$ cat src/rtl/truth_table_sweeper_pkg.sv
// Shared types and sizes for the truth-table sweeper.
// Optional comparator enabled by defining TRUTH_SWEEP_COMPARE_EN.
package truth_sweep_pkg;

  typedef enum logic [1:0] {
    IDLE,
    SETTLE,
    SAMPLE,
    DONE
  } state_t;

  localparam int VEC_COUNT = 8;
  localparam int IDX_W     = 3;
  localparam int TABLE_W   = 16;
  localparam int CNT_W     = 8;

  // Lowest 2-bit slot where the two tables differ; 0 when they are equal.
  function automatic logic [IDX_W-1:0] lowest_mismatch(input logic [TABLE_W-1:0] got,
                                                       input logic [TABLE_W-1:0] gold);
    logic [IDX_W-1:0] res;
    res = '0;
    for (int i = VEC_COUNT - 1; i >= 0; i--) begin
      if (got[2*i +: 2] != gold[2*i +: 2]) res = IDX_W'(i);
    end
    return res;
  endfunction

endpackage

$ cat src/rtl/truth_table_sweeper_settle_counter.sv
// Down-counter that times how long each vector is held before sampling.
module settle_counter
  import truth_sweep_pkg::*;
(
  input  logic             clk,
  input  logic             rst_n,
  input  logic             load,
  input  logic [CNT_W-1:0] load_val,
  input  logic             en,
  output logic             expired
);

  logic [CNT_W-1:0] cnt;

  // Load on settle entry, then count down and park at zero.
  always_ff @(posedge clk or negedge rst_n) begin
    if (!rst_n) begin
      cnt <= '0;
    end else if (load) begin
      cnt <= load_val;
    end else if (en && cnt != '0) begin
      cnt <= cnt - 1'b1;
    end
  end

  assign expired = (cnt == '0);

endmodule

$ cat src/rtl/truth_table_sweeper.sv
// Exhaustive 3-input stimulus / 2-output capture stage.
// Define TRUTH_SWEEP_COMPARE_EN to check the captured table against EXPECTED_TABLE.
//
// state  | meaning
// IDLE   | waiting for start; a,b,c and table_out hold
// SETTLE | current vector held while the unit settles
// SAMPLE | {x,y} captured into slot idx, then advance or finish
// DONE   | publish done pulse and compare result
module truth_table_sweeper
  import truth_sweep_pkg::*;
#(
  parameter int                 SETTLE_CYCLES  = 2,
  parameter logic [TABLE_W-1:0] EXPECTED_TABLE = 16'h0000
) (
  input  logic               clk,
  input  logic               rst_n,
  input  logic               start,
  output logic               a,
  output logic               b,
  output logic               c,
  input  logic               x,
  input  logic               y,
  output logic               busy,
  output logic               done,
  output logic [TABLE_W-1:0] table_out,
  output logic               pass,
  output logic [IDX_W-1:0]   err_idx
);

  if (SETTLE_CYCLES < 1 || SETTLE_CYCLES > 255) begin : g_bad_settle
    $error("SETTLE_CYCLES must be within 1..255");
  end
  if ($bits(EXPECTED_TABLE) != TABLE_W) begin : g_bad_table
    $error("EXPECTED_TABLE width mismatch");
  end

  state_t           state;
  logic [IDX_W-1:0] idx;
  logic [IDX_W-1:0] vec;
  logic             accept;
  logic             cnt_load;
  logic             expired;
  logic             cmp_pass;
  logic [IDX_W-1:0] cmp_err;

  // A start in the cycle done is still high is deliberately dropped.
  assign accept   = (state == IDLE) && start && !done;
  assign cnt_load = accept || (state == SAMPLE && idx != IDX_W'(VEC_COUNT - 1));

  settle_counter u_settle (
    .clk      (clk),
    .rst_n    (rst_n),
    .load     (cnt_load),
    .load_val (CNT_W'(SETTLE_CYCLES - 1)),
    .en       (state == SETTLE),
    .expired  (expired)
  );

`ifdef TRUTH_SWEEP_COMPARE_EN
  // Golden compare of the finished table; lowest differing index reported.
  always_comb begin
    cmp_pass = (table_out == EXPECTED_TABLE);
    cmp_err  = lowest_mismatch(table_out, EXPECTED_TABLE);
  end
`else
  assign cmp_pass = 1'b0;
  assign cmp_err  = '0;
`endif

  // Sweep sequencer, vector register and table capture.
  always_ff @(posedge clk or negedge rst_n) begin
    if (!rst_n) begin
      state     <= IDLE;
      idx       <= '0;
      vec       <= '0;
      busy      <= 1'b0;
      done      <= 1'b0;
      table_out <= '0;
      pass      <= 1'b0;
      err_idx   <= '0;
    end else begin
      done <= 1'b0;
      case (state)
        IDLE: begin
          if (accept) begin
            state     <= SETTLE;
            idx       <= '0;
            vec       <= '0;
            busy      <= 1'b1;
            table_out <= '0;
            pass      <= 1'b0;
            err_idx   <= '0;
          end
        end
        SETTLE: begin
          if (expired) state <= SAMPLE;
        end
        SAMPLE: begin
          table_out[{idx, 1'b0} +: 2] <= {x, y};
          if (idx == IDX_W'(VEC_COUNT - 1)) begin
            state <= DONE;
          end else begin
            idx   <= idx + 1'b1;
            vec   <= idx + 1'b1;
            state <= SETTLE;
          end
        end
        DONE: begin
          done    <= 1'b1;
          busy    <= 1'b0;
          pass    <= cmp_pass;
          err_idx <= cmp_err;
          state   <= IDLE;
        end
        default: state <= IDLE;
      endcase
    end
  end

  assign a = vec[2];
  assign b = vec[1];
  assign c = vec[0];

endmodule

$ cat config.mk
export PLATFORM = sky130hd
export DESIGN_NAME = truth_table_sweeper
export DESIGN_NICKNAME = d
export VERILOG_FILES = /design/src/rtl/truth_table_sweeper_pkg.sv /design/src/rtl/truth_table_sweeper_settle_counter.sv /design/src/rtl/truth_table_sweeper.sv
export SDC_FILE = /design/constraint.sdc
export NUM_CORES = 1
export LEC_CHECK = 0
export CORE_MARGIN = 2
export CORE_UTILIZATION = 51
export DETAILED_ROUTE_END_ITERATION = 10
export PLACE_DENSITY = 0.78
export SYNTH_ARGS = -nofsm -noshare
export SYNTH_HDL_FRONTEND = slang
export SYNTH_SLANG_ARGS = --single-unit
$ cat constraint.sdc
create_clock -name clk -period 2.6 [get_ports clk]
set_input_delay 0.78 -clock clk [delete_from_list [all_inputs] [get_ports clk]]
set_output_delay 0.78 -clock clk [all_outputs]
set_load 0.005 [all_outputs]
==> flow_summary.json, run 1 <==
{
  "busiest_layer": "met2",
  "clkTransAtPathRegs_ps": 100,
  "r2r-start": "vec[1]$_DFFE_PN0P_",
  "cts_sinks": 31,
  "grt_pass1_vias": 1318,
  "dpl.hpwl_um": 2590,
  "synth_area_leaders": "dfrtp_1 48%, ha_1 6.9%, nand2_1 4.2%",
  "cts_resized": 0,
  "finalSetupTns_ps": 0,
  "synth_edf_count": 0,
  "rsz0062_at_grt": "false",
  "cts_hold_buf": 0,
  "overflow": 0,
  "dieWidth_um": 60.4,
  "cts_root_buf": "clkbuf_4",
  "arrival_ps": 1400,
  "antenna_found_initial": 0,
  "yosysSeqAreaShare_pct": 47.8,
  "cp.required_ps": 1820,
  "worst_pin_slew_ps": 608,
  "die_h_um": 60.4,
  "hold_path_class": "flip-flop to flip-flop",
  "rows": 20,
  "gp_congestion": 0.847,
  "synth_cell_type_count": 34,
  "use_met2_pct": 34.5,
  "netlist.area_leader.share_pct": 47.8,
  "track_usage_pct": 21.8,
  "fin_crit_sh_pct": 83.8,
  "synth.largest_area_cell": "dfrtp_1",
  "cts_max_path_buffers": 2,
  "ir_drop_v": 0.000430,
  "fmax_mhz": 459,
  "crit_path_top_delay_cell": "clkdlybuf4s50_1",
  "slew_viol_final": 0,
  "period_needed_ps": 2180,
  "synth.most_common_cell": "dfrtp_1",
  "min-delay-start": "table_out[15]$_DFFE_PN0P_",
  "wl_um": 3370,
  "synth_ff_type": "dfrtp_1",
  "avgSynthCellArea_um2": 9.90,
  "syn_to_final_growth_pct": 22.8,
  "crit_chain": "buf_4 > clkdlybuf4s50_1",
  "status": "completed",
  "worst_setup_path_end_kind": "output port",
  "crit_path_start_kind": "flip-flop",
  "use_met1_pct": 30.7,
  "slowest_delay_ps": 530,
  "synthArstFlopShare_pct": 100,
  "slew_headroom_pct": 59.1,
  "cap_violations": 0,
  "synth.yosys.warnings": 0,
  "grt_pass1_wl_um": 5950,
  "tritoncts": "built",
  "htree_num_levels": 2,
  "clock_skew_ps": 8.87,
  "vias": 1312,
  "layout-drive-gt1-share_pct": 7.14,
  "synth_cells": 164,
  "coreArea_um2": 3050,
  "final_nets": 209,
  "setup_viol": 0,
  "die-area_um2": 3650,
  "post-cts-setup-buffer-count": 0,
  "drt-initial-drc-count": 38,
  "stdcell_count": 240,
  "crit_path_max_fanout": 10,
  "pre_cts_slack_ps": 221,
  "met3_usage_pct": 4.05,
  "grt_max_degree": 32,
  "worstSkewPairLatency_ps": 330,
  "synth_common_cells": "31 x dfrtp_1, 18 x nand2_1, 11 x nor2_1, 11 x o21ai_0",
  "synth_area_um2": 1620,
  "critical_path_class": "flip-flop to output port",
  "critPathLaunch": "vec[0]$_DFFE_PN0P_",
  "dp.cells": 232,
  "io_pins": 30,
  "ys_ff_latch": 31,
  "io_buffers": 25,
  "avgViaCountPerCell": 5.47,
  "hold_viol_final": 0,
  "powerDensity_nw_per_um2": 797,
  "setup_ws_ps": 422,
  "cts_buffers": 5,
  "antennaDiodeCount": 0,
  "drt_pass1_iterations": 4,
  "drcViolationCount": 0,
  "initial_core_util_pct": 53.2,
  "leakagePower_nw": 0.895,
  "wl_per_cell_um": 14.0,
  "postRouteAntennaNets": 0
}
[worst max-delay path: cells and delay by family, from the launching register on]
family   cells  cell delay (ps)
buf+inv      2              710
flops        1              370
[area by class of cell]
class | count | area [um2]
clock buffer | 8 | 68.8
fill | 264 | 1060
inverter | 9 | 33.8
multi-input combinational | 119 | 781
sequential | 31 | 776
tap | 44 | 55.1
timing repair buffer | 29 | 280
[cell usage in the layout (no fill, tap or decap), types with 3 or more instances in the layout]
cell type | Yosys | routed
o2bb2ai_1 | 4 | 4
o21ai_0 | 11 | 11
a22o_1 | 5 | 5
nor3b_1 | 3 | 3
clkbuf_4 | 0 | 5
nor2_1 | 11 | 11
a32o_1 | 4 | 4
clkdlybuf4s50_1 | 0 | 25
nand3_1 | 3 | 3
nand2b_1 | 3 | 3
and2_1 | 3 | 3
nor3_1 | 4 | 4
conb_1 | 1 | 4
and3_1 | 3 | 3
inv_1 | 9 | 9
nor4_1 | 3 | 3
nand2_1 | 18 | 18
o21ai_1 | 5 | 5
ha_1 | 9 | 9
a21oi_1 | 3 | 3
mux2i_1 | 5 | 5
buf_4 | 4 | 4
dfrtp_1 | 31 | 31
[stage by stage]
step	hold WS, ps	area [um2]	total power [mW]	utilization, %
after global placement	479	1930	1.23	63.1
final	500	1990	1.59	65.3
after CTS	501	1990	1.60	65.3
after detailed placement	473	1930	1.28	63.1
after floorplan	441	1640	1.07	-
after global routing	514	1990	1.72	65.3
[power by group]
part | internal, mW | leakage, nW | switching (mW)
clock | 0.159 | 0.0386 | 0.163
sequential | 0.568 | 0.415 | 0.0836
combinational | 0.269 | 0.441 | 0.347
[registers in the layout, indices dropped and copies added, names as in the netlist]
register,count
table_out,16
u_settle.cnt,8
vec,3
state,2
busy,1
done,1
[cell families after synthesis]
kind of cell	Yosys count	synth area share [%]
adder cells (fa/ha/maj)	9	6.93
flip-flops	31	47.8
multiplexers	6	3.78
AO/OA/AOI/OAI	36	15.0
AND/OR/NAND/NOR	63	20.9
other	1	0.231
buffers and inverters	17	4.85
XOR/XNOR	1	0.539
[path summary, 6_finish.rpt]
path,to,slack (ps),cells past startpoint
worst max-delay path,c,420,2
worst min-delay path,table_out[15]$_DFFE_PN0P_,500,1
worst max register to register,table_out[10]$_DFFE_PN0P_,570,6
worst min register to register,table_out[15]$_DFFE_PN0P_,500,1
max in group asynchronous,vec[0]$_DFFE_PN0P_,1480,2
min in group asynchronous,state[0]$_DFFE_PN0P_,830,2
[layer usage]
metal,share of wire [%],wire [um]
met5,0,0
met4,1.5,50
met3,3.7,126
met2,46,1540
met1,49,1650
(Power assumes the default switching activity.)
==> run 2: changes to the inputs <==
--- a/config.mk
+++ b/config.mk
@@ -6,9 +6,9 @@
 export NUM_CORES = 1
 export LEC_CHECK = 0
 export CORE_MARGIN = 2
-export CORE_UTILIZATION = 51
+export CORE_UTILIZATION = 46
 export DETAILED_ROUTE_END_ITERATION = 10
-export PLACE_DENSITY = 0.78
+export PLACE_DENSITY = 0.74
 export SYNTH_ARGS = -nofsm -noshare
 export SYNTH_HDL_FRONTEND = slang
 export SYNTH_SLANG_ARGS = --single-unit
==> constraint.sdc (replaced) <==
create_clock -name clk -period 1.9 [get_ports clk]
set_input_delay 0.57 -clock clk [delete_from_list [all_inputs] [get_ports clk]]
set_output_delay 0.57 -clock clk [all_outputs]
set_load 0.005 [all_outputs]
==> flow_summary.json, run 2 (same netlist as run 1, synthesis figures left out) <==
{
  "finalSetupTns_ps": 0,
  "io_buffers": 25,
  "initial_core_util_pct": 48.3,
  "cts_buffers": 5,
  "antenna_found_initial": 0,
  "critical_path_class": "primary input to flip-flop",
  "r2r_end": "vec[0]$_DFFE_PN0P_",
  "dpl.hpwl_um": 2650,
  "setup_ws_ps": 63.2,
  "status": "completed",
  "r2r_cells": 6,
  "postRouteAntennaNets": 0,
  "tritoncts": "built",
  "fmax_mhz": 544,
  "largest-register": "table_out",
  "rows": 21,
  "pre_cts_slack_ps": -269,
  "syn_to_final_growth_pct": 27.6,
  "design_area_um2": 2070,
  "avgViaCountPerCell": 5.45,
  "largest_registers": "table_out x16, u_settle.cnt x8, vec x3",
  "largest_reg_flops": 16,
  "drt-initial-drc-count": 38,
  "vias": 1347,
  "hold_path_class": "flip-flop to flip-flop",
  "coreArea_um2": 3360,
  "cts_max_path_buffers": 2,
  "dieWidth_um": 63.4,
  "grt_pass1_vias": 1395,
  "layout_commonest_cell": "dfrtp_1",
  "arrival_ps": 2050,
  "die-area_um2": 4020,
  "slew_headroom_pct": 66.8,
  "clkTransAtPathRegs_ps": 90,
  "timing.hold.ws_ps": 498,
  "drt_pass1_iterations": 5,
  "ir_drop_v": 0.000491,
  "endpoint": "vec[0]$_DFFE_PN0P_",
  "worst_pin_slew_ps": 494,
  "critPathLaunch": "start",
  "place_area_um2": 1960,
  "wl_um": 3590,
  "io_pins": 30,
  "htree_num_levels": 2,
  "die_h_um": 63.4,
  "clock_skew_ps": 5.89,
  "cts_sinks": 31,
  "worstSkewPairLatency_ps": 330,
  "fin_crit_sh_pct": 96.7,
  "powerDensity_nw_per_um2": 1110,
  "worst_setup_path_end_kind": "flip-flop",
  "period_needed_ps": 1840,
  "final_cell_mix": "31 x dfrtp_1, 22 x clkdlybuf4s50_1, 18 x nand2_1",
  "antennaDiodeCount": 0,
  "r2r-start": "vec[0]$_DFFE_PN0P_",
  "layout-drive-gt1-share_pct": 11.4,
  "track_usage_pct": 20.0,
  "cts_hold_buf": 0,
  "hold_viol_final": 0,
  "crit_path_max_fanout": 7,
  "setup_viol": 0,
  "r2r_slack_ps": 70,
  "leakagePower_nw": 0.970,
  "wl_per_cell_um": 14.5,
  "cap_violations": 0,
  "crit_path_start_kind": "primary input",
  "cp.required_ps": 2120,
  "drcViolationCount": 0,
  "grt_max_degree": 32,
  "grt_pass1_wl_um": 6240,
  "total_power_mw": 2.29,
  "overflow": 0,
  "slew_viol_final": 0,
  "cts_root_buf": "clkbuf_4",
  "final_nets": 214,
  "gp_congestion": 0.810
}
## run 2: cell types whose count changed in the layout (fill, tap and decap cells not counted), sizes merged
cell and delta:
clkdlybuf4s50 -3, buf +5, dlygate4sd2 +1, dlymetal6s2s +2
## run 2: stage by stage
stage                     utilization (%)  cells
after floorplan                         -    167
after global placement               58.4    238
after detailed placement             58.4    238
after CTS                            60.8    247
after global routing                 61.6    247
final                                61.6    247
## run 2: layout make-up
cell class / instances / area (um2)
repair buffers: 34 / 325
multi-input cells: 119 / 811
flip-flops and latches: 31 / 776
inverters: 9 / 33.8
fillers: 306 / 1290
clock buffers: 8 / 68.8
well taps: 46 / 57.6
## run 2: worst max-delay path, stage by stage
cell	delay [ps]
clkdlybuf4s50_1	480
or4b_1	510
o21a_1	210
mux2_2	280
## run 2: worst min path at each step
stage                                start                     endpoint  depth (start not counted)
5_1_grt        u_settle.cnt[7]$_DFFE_PN0P_  u_settle.cnt[7]$_DFFE_PN0P_                          1
4_1_cts           table_out[7]$_DFFE_PN0P_     table_out[7]$_DFFE_PN0P_                          1
3_5_place_dp      table_out[7]$_DFFE_PN0P_     table_out[7]$_DFFE_PN0P_                          1
2_1_floorplan                        rst_n             busy$_DFFE_PN0P_                          0
6_report          table_out[7]$_DFFE_PN0P_     table_out[7]$_DFFE_PN0P_                          1
3_3_place_gp   u_settle.cnt[7]$_DFFE_PN0P_  u_settle.cnt[7]$_DFFE_PN0P_                          1
## run 2: metal layers
metal	vias to the layer above	wire, um	GRT usage [%]
li1	647	-	-
met1	655	1650	25.6
met2	40	1690	32.5
met3	5	180	5.18
met4	0	57	7.34
met5	-	0	0
## run 2: power breakdown
part | switching (mW) | internal [mW] | total, mW
Combinational | 0.534 | 0.432 | 0.966
Clock | 0.210 | 0.217 | 0.428
Sequential | 0.122 | 0.778 | 0.899
## run 2: timing repair
item                                    in CTS  in global routing
gates cloned                                 0                  0
endpoints found under the setup margin       3                  6
setup buffers                                1                  0
pin swaps                                    0                  1
resized for setup                            3                  5
==> run 3: changes to the inputs <==
--- a/config.mk
+++ b/config.mk
@@ -5,6 +5,7 @@
 export SDC_FILE = /design/constraint.sdc
 export NUM_CORES = 1
 export LEC_CHECK = 0
+export CORE_ASPECT_RATIO = 2
 export CORE_MARGIN = 2
 export CORE_UTILIZATION = 46
 export DETAILED_ROUTE_END_ITERATION = 10
==> flow_summary.json, run 3 (same netlist as run 1, synthesis figures left out) <==
{
  "crit_path_max_fanout": 6,
  "p_clk_share_pct": 21.4,
  "dieWidth_um": 46.0,
  "fillers": 300,
  "wl_um": 3980,
  "powerDensity_nw_per_um2": 1130,
  "fin_crit_sh_pct": 97.3,
  "r2r_cells": 6,
  "antennaDiodeCount": 0,
  "overflow": 0,
  "critical_path_class": "flip-flop to output port",
  "worstHoldEndpoint": "table_out[5]$_DFFE_PN0P_",
  "wl_per_cell_um": 16.9,
  "hold_viol_final": 0,
  "initial_core_util_pct": 48.1,
  "min-delay-start": "table_out[5]$_DFFE_PN0P_",
  "switchingPower_uw": 897,
  "grt_max_degree": 32,
  "hold-path-cell-count": 1,
  "vias": 1354,
  "cts_sinks": 31,
  "cts_root_buf": "clkbuf_8",
  "grt_pass1_vias": 1452,
  "period_needed_ps": 1850,
  "setup_viol": 0,
  "crit_path_start_kind": "flip-flop",
  "io_pins": 30,
  "final_core_util_pct": 61.4,
  "postRouteAntennaNets": 0,
  "clkTransAtPathRegs_ps": 70,
  "r2r-start": "vec[0]$_DFFE_PN0P_",
  "htree_num_levels": 2,
  "layout-drive-gt1-share_pct": 12.8,
  "layout_commonest_cell": "dfrtp_1",
  "swShare_pct": 38.1,
  "ir_drop_v": 0.000869,
  "hold_path_class": "flip-flop to flip-flop",
  "worstSkewPairLatency_ps": 290,
  "syn_to_final_growth_pct": 27.7,
  "pwr-share-comb_pct": 40.1,
  "fmax_mhz": 541,
  "slew_viol_final": 0,
  "rows": 30,
  "cts_max_path_buffers": 2,
  "drt-initial-drc-count": 25,
  "worst_setup_path_end_kind": "output port",
  "grt_pass1_wl_um": 6540,
  "io_buffers": 25,
  "leakagePower_nw": 0.961,
  "post-cts-setup-buffer-count": 0,
  "tritoncts": "built",
  "arrival_ps": 1280,
  "cap_violations": 0,
  "setup_ws_ps": 51.6,
  "cts_buffers": 5,
  "critPathLaunch": "vec[1]$_DFFE_PN0P_",
  "drt_pass1_iterations": 4,
  "clock_skew_ps": 5.83,
  "cp.required_ps": 1330,
  "antenna_found_initial": 0,
  "final_cell_mix": "31 x dfrtp_1, 24 x clkdlybuf4s50_1, 18 x nand2_1",
  "p_int_mw": 1.46,
  "largest_registers": "table_out x16, u_settle.cnt x8, vec x3",
  "largest_reg_flops": 16,
  "drcViolationCount": 0,
  "coreArea_um2": 3380,
  "die_h_um": 88.0,
  "largest-register": "table_out",
  "timing.hold.ws_ps": 494,
  "status": "completed",
  "dpl.hpwl_um": 3090,
  "final_nets": 216,
  "r2r_slack_ps": 100,
  "rsz0062_at_grt": "true",
  "die-area_um2": 4050,
  "p_seq_share_pct": 38.5,
  "pre_cts_slack_ps": -233,
  "track_usage_pct": 22.6,
  "gp_congestion": 0.879,
  "avgViaCountPerCell": 5.76,
  "r2r_end": "table_out[11]$_DFFE_PN0P_"
}
-- run 3: cell count changes in the layout (fill, tap and decap cells not counted), sizes merged --
cell,change
clkbuf,-1
dlymetal6s2s,-1
clkdlybuf4s50,+2
buf,+2
clkinv,+1
dlygate4sd2,-1
-- run 3: cell type report --
class	count	area [um2]	share of cell area, %
sequential	31	776	37.4
clock buffer	7	76.3	3.68
clock inverter	1	5.00	0.241
multi-input combinational	119	805	38.8
timing repair buffer	36	339	16.3
inverter	9	33.8	1.63
tap	32	40.0	1.93
-- run 3: worst max path at each step --
stage                                   to
4_1_cts                                  c
3_5_place_dp   u_settle.cnt[7]$_DFFE_PN0P_
5_1_grt          table_out[11]$_DFFE_PN0P_
3_3_place_gp   u_settle.cnt[7]$_DFFE_PN0P_
2_1_floorplan     table_out[0]$_DFFE_PN0P_
6_report                                 b
-- run 3: critical path, cell delays in order, from the launching register on --
cell and delay, ps:
dfrtp_1 350, buf_4 150, clkdlybuf4s50_1 500
-- run 3: power groups by stage --
stage / combinational (mW) / sequential (mW) / clock, mW
detailed placement: 0.902 / 0.906 / 0
global route: 1.05 / 0.916 / 0.555
global placement: 0.856 / 0.892 / 0
finish: 0.944 / 0.905 / 0.505
CTS: 0.921 / 0.897 / 0.515
floorplan: 0.604 / 0.880 / 0
-- run 3: layer usage --
layer,GRT usage [%],vias up,share of wire (%)
met5,0,-,0
met1,20.7,654,34
met4,13.0,0,4.2
li1,-,651,-
met3,4.33,16,2.8
met2,42.3,33,59
-- run 3: repair_timing --
action,4_1_cts,5_1_grt
endpoints found under the setup margin,3,7
gates cloned,0,0
endpoints found under the hold margin,0,0
resized for setup,1,7
hold buffers,0,0
-- run 3: through the flow --
step                TNS, ps  power (mW)  std cells  area (um2)
CTS                       0        2.33        235        2050
global placement      -1960        1.75        227        1970
detailed placement    -2370        1.81        227        1970
floorplan                 0        1.48        167        1650
finish                    0        2.35        235        2070
global route          -1.19        2.52        235        2070
==> variant 1 (flow settings as in run 2) <==
The option `TRUTH_SWEEP_COMPARE_EN` is turned on by a define.
--- a/src/rtl/truth_table_sweeper.sv
+++ b/src/rtl/truth_table_sweeper.sv
@@ -6,6 +6,8 @@
 // SETTLE | current vector held while the unit settles
 // SAMPLE | {x,y} captured into slot idx, then advance or finish
 // DONE   | publish done pulse and compare result
+`define TRUTH_SWEEP_COMPARE_EN
+
 module truth_table_sweeper
   import truth_sweep_pkg::*;
 #(
Formal check against the unedited RTL: no difference found for any inputs over 10 cycles, from zero or initial values and one cycle with rst_n low; that may be too few to reach the edited logic, so the function may still have changed.
==> variant 1 against run 2 <==
  * Combinational power grew 9%
  * Routed wire length grew 12%
  * Critical path depth down 3
  * Cell count rose by 16%
  * Sequential cell count grew 4
  * Global-route usage increased by 0.62 points
  * Maximum frequency is 2.5% higher
  * Worst setup slack improved by 0.044 ns
  * Cell area grew 17%
  * Sequential share of layout area down 1.3 points
  * Area after synthesis is 12% higher
  * Total power rose by 15%
==> variant 1: results (changes against run 2) <==
stage;metric;value;unit;change
status;status;finished, final reports clean;;unchanged
critical_path;arrival;1.22;ns;was 2.05 ns
critical_path;worst_path_dominant_cell_family;buffers and inverters;;was simple AND/OR/NAND/NOR gates
finish;post_route_cells_drive_above_1_share;14.6;%;was 11.4%
cts;clockRootBuffer;clkbuf_8;;was clkbuf_4
global_route;grt_pass1_wl;6820;um;was 6240 um
sta;finClkSkew;0.00631;ns;was 0.00589 ns
global_route;grt_max_degree;36;;was 32
floorplan;die_area;4460;sq um;was 4020 sq um
finish;fill_cells;308;;was 306
synthesis;yosysSeqAreaShare;48.2;%;was 47.8%
critical_path;ff2ff_setup_slack;0.11;ns;was 0.07 ns
routing;finalWirelength;4030;um;was 3590 um
placed_design;hpwlAfterDp;3010;um;was 2650 um
hold_path;hold_depth;2;;was 1
critical_path;cp_max_fo;4;;was 7
critical_path;cp_slowest_cell;clkdlybuf4s50_1;;was or4b_1
placed_design;port_buffers;29;;was 25
critical_path;rr_startpoint;u_settle.cnt[0]$_DFFE_PN0P_;;was vec[0]$_DFFE_PN0P_
critical_path;slowest_delay;0.54;ns;was 0.51 ns
finish;reg_top3;table_out (16), u_settle.cnt (8);;was table_out (16), u_settle.cnt (8), vec (3)
hold_path;worstHoldStart;err_idx[2]$_DFFE_PN0P_;;was table_out[7]$_DFFE_PN0P_
hold_path;whs_endpoint;err_idx[2]$_DFFE_PN0P_;;was table_out[7]$_DFFE_PN0P_
placed_design;dp.cells;278;;was 238
sta;relSlewSlack;68.6;%;was 66.8%
finish;fin_nets;253;;was 214
routing;wl_per_cell;14.0;um;was 14.5 um
cts;clkLatencyLatePin;0.28;ns;was 0.33 ns
routing;dr.pass1.iters;4;;was 5
synthesis;synth_cell_types;35;;was 34
## variant 1: worst max-delay path by stage
stage | to | slack [ns] | cells after the start
floorplan | table_out[8]$_DFFE_PN0P_ | 0.05 | 6
global placement | u_settle.cnt[0]$_DFFE_PN0P_ | -0.17 | 5
detailed placement | u_settle.cnt[0]$_DFFE_PN0P_ | -0.19 | 5
CTS | c | 0.004 | 2
global route | u_settle.cnt[5]$_DFFE_PN0P_ | -0.02 | 6
finish | table_out[4] | 0.11 | 1
## variant 1: where the power goes
part | internal, mW | switching, mW
Combinational | 0.519 | 0.533
Sequential | 0.894 | 0.163
Clock | 0.284 | 0.249
## variant 1: repair_timing
| item | in CTS | in global routing |
|---|---|---|
| gates resized for setup | 1 | 8 |
| setup buffers | 1 | 1 |
| cloned | 0 | 0 |
| setup endpoints to repair | 1 | 9 |
| pin swaps | 0 | 1 |
## variant 1: logic make-up (layout without fill, tap and decap cells)
kind of cell	count (synthesis)	in the layout	share of synthesized area [%]
flip-flops	35	35	48.2
adder cells (fa/ha/maj)	9	9	6.20
AND/OR/NAND/NOR	82	82	22.7
AO/OA/AOI/OAI	37	37	14.3
buffers and inverters	17	67	3.65
multiplexers	7	7	3.93
XOR/XNOR	2	2	0.965
## variant 1: layout make-up
type	count	share of cell area [%]
multi-input cells	137	37.2
flip-flops and latches	35	36.1
repair buffers	48	18.7
clock buffers	6	3.41
well taps	48	2.48
inverters	12	1.86
clock inverters	1	0.206
## variant 1: tightest hold or removal path, cell delays in order, from the launching register on
cell and delay [ns]:
dfrtp_1 0.34, nand2_1 0.05, nand2_1 0.04
## variant 1: layer usage
metal	track usage, %	part of all wire, %	vias up
met3	3.72	3.6	7
met4	8.42	1.9	0
met2	31.5	46	34
met1	28.7	49	754
met5	0	0	-
li1	-	-	779
==> variant 2 (settings of run 2) <==
Without the edit above. Encoding of `state_t`: now one-hot (4 bits for 4 states).
--- a/src/rtl/truth_table_sweeper_pkg.sv
+++ b/src/rtl/truth_table_sweeper_pkg.sv
@@ -2,11 +2,11 @@
 // Optional comparator enabled by defining TRUTH_SWEEP_COMPARE_EN.
 package truth_sweep_pkg;
 
-  typedef enum logic [1:0] {
-    IDLE,
-    SETTLE,
-    SAMPLE,
-    DONE
+  typedef enum logic [3:0] {
+    IDLE   = 4'b0001,
+    SETTLE = 4'b0010,
+    SAMPLE = 4'b0100,
+    DONE   = 4'b1000
   } state_t;
 
   localparam int VEC_COUNT = 8;
Function: no difference found for any inputs over 10 cycles, from zero or initial values and one cycle with rst_n low; not proved beyond that.
==> variant 2 against run 2 <==
  * Routed wire length fell by 8.8%
  * Synthesized cell count rose by 1.2%
  * Largest power group is now registers
  * Worst setup slack got worse by 0.0093 ns
  * Combinational power fell by 37%
  * Cell area rose by 5.1%
  * Clock power rose by 16%
  * Area after synthesis rose by 4.5%
  * Sequential share of layout area rose by 0.55 points
  * Total power fell by 13%
  * Sequential cell count rose by 2
==> variant 2: results (changes against run 2) <==
stage;metric;value;unit;change
status;status;finished, final reports clean;;unchanged
sta;finClkSkew;0.00493;ns;was 0.00589 ns
routing;finalWirelength;3270;um;was 3590 um
hold_path;worstHoldStart;table_out[12]$_DFFE_PN0P_;;was table_out[7]$_DFFE_PN0P_
global_route;grt_use_met3;4.17;%;was 5.18%
cts;postCtsSetupRepairBufs;0;;was 1
sta;worst_hold_slack;0.499;ns;was 0.498 ns
routing;wl_met1;1380;um;was 1650 um
global_route;grt_pass1_vias;1379;;was 1395
finish;seq_cell_count;33;;was 31
synthesis;syn_inst;166;;was 164
placed_design;finalWeightedCongestion;0.805;;was 0.810
global_route;grt_pass1_wl;5840;um;was 6240 um
power;vdd_drop_max;579;uV;was 491 uV
critical_path;r2r_end;table_out[13]$_DFFE_PN0P_;;was vec[0]$_DFFE_PN0P_
critical_path;ff2ff_setup_slack;0.13;ns;was 0.07 ns
finish;inv_count;11;;was 9
cts;path_clk_slew;0.07;ns;was 0.09 ns
critical_path;cp_slowest_cell;clkdlybuf4s50_1;;was or4b_1
finish;fin_nets;219;;was 214
critical_path;cp_max_fo;8;;was 7
finish;stdcell_area;2180;sq um;was 2070 sq um
global_route;met1_usage;20.2;%;was 25.6%
finish;reg_top3;table_out (16), u_settle.cnt (8), state (4);;was table_out (16), u_settle.cnt (8), vec (3)
placed_design;place_area;2070;sq um;was 1960 sq um
cts;clkLatencyLatePin;0.29;ns;was 0.33 ns
global_route;track_usage;17.8;%;was 20.0%
placed_design;dp_slack;-0.280;ns;was -0.269 ns
finish;nClkBuffers;6;;was 8
synthesis;yosys-top-cells-area;dfrtp_1, ha_1, nand3_1;;was dfrtp_1, ha_1, nand2_1
routing;drtIter0Drc;83;;was 38
finish;final_cells;254;;was 247
synthesis;synth_cell_types;42;;was 34
global_route;met2_usage;32.1;%;was 32.5%
power;p_leak;0.954;nW;was 0.970 nW
finish;post_route_cells_drive_above_1_share;14.1;%;was 11.4%
routing;dr.pass1.iters;4;;was 5
synthesis;yosysSeqAreaShare;48.7;%;was 47.8%
floorplan;die_w;64.8;um;was 63.4 um
critical_path;arrival;1.28;ns;was 2.05 ns
synthesis;synth_xor_area_share;1.55;%;was 0.539%
synthesis;muxShareOfSynthArea;2.36;%;was 3.78%
cts;clockRootBuffer;clkbuf_8;;was clkbuf_4
critical_path;rr_startpoint;state[2]$_DFFE_PN0P_;;was vec[0]$_DFFE_PN0P_
routing;vias_per_cell;5.35;;was 5.45
hold_path;whs_endpoint;table_out[12]$_DFFE_PN0P_;;was table_out[7]$_DFFE_PN0P_
-- variant 2: worst max path at each step --
| stage | startpoint | to | slack, ns |
|---|---|---|---|
| 2_1_floorplan | vec[0]$_DFFE_PN0P_ | table_out[12]$_DFFE_PN0P_ | 0.08 |
| 3_3_place_gp | start | table_out[2]$_DFFE_PN0P_ | -0.20 |
| 3_5_place_dp | start | table_out[5]$_DFFE_PN0P_ | -0.28 |
| 4_1_cts | start | table_out[5]$_DFFE_PN0P_ | 0.02 |
| 5_1_grt | vec[1]$_DFFE_PN0P_ | b | 0.01 |
| 6_report | vec[0]$_DFFE_PN0P_ | c | 0.05 |
-- variant 2: where the power goes --
part | switching, mW | total, mW | leakage [nW] | internal (mW)
Sequential | 0.0954 | 0.888 | 0.446 | 0.793
Clock | 0.245 | 0.498 | 0.0450 | 0.253
Combinational | 0.318 | 0.613 | 0.464 | 0.295
-- variant 2: repair_timing --
item	4_1_cts	5_1_grt
endpoints found under the setup margin	0	12
gates resized for setup	0	3
hold buffers	0	0
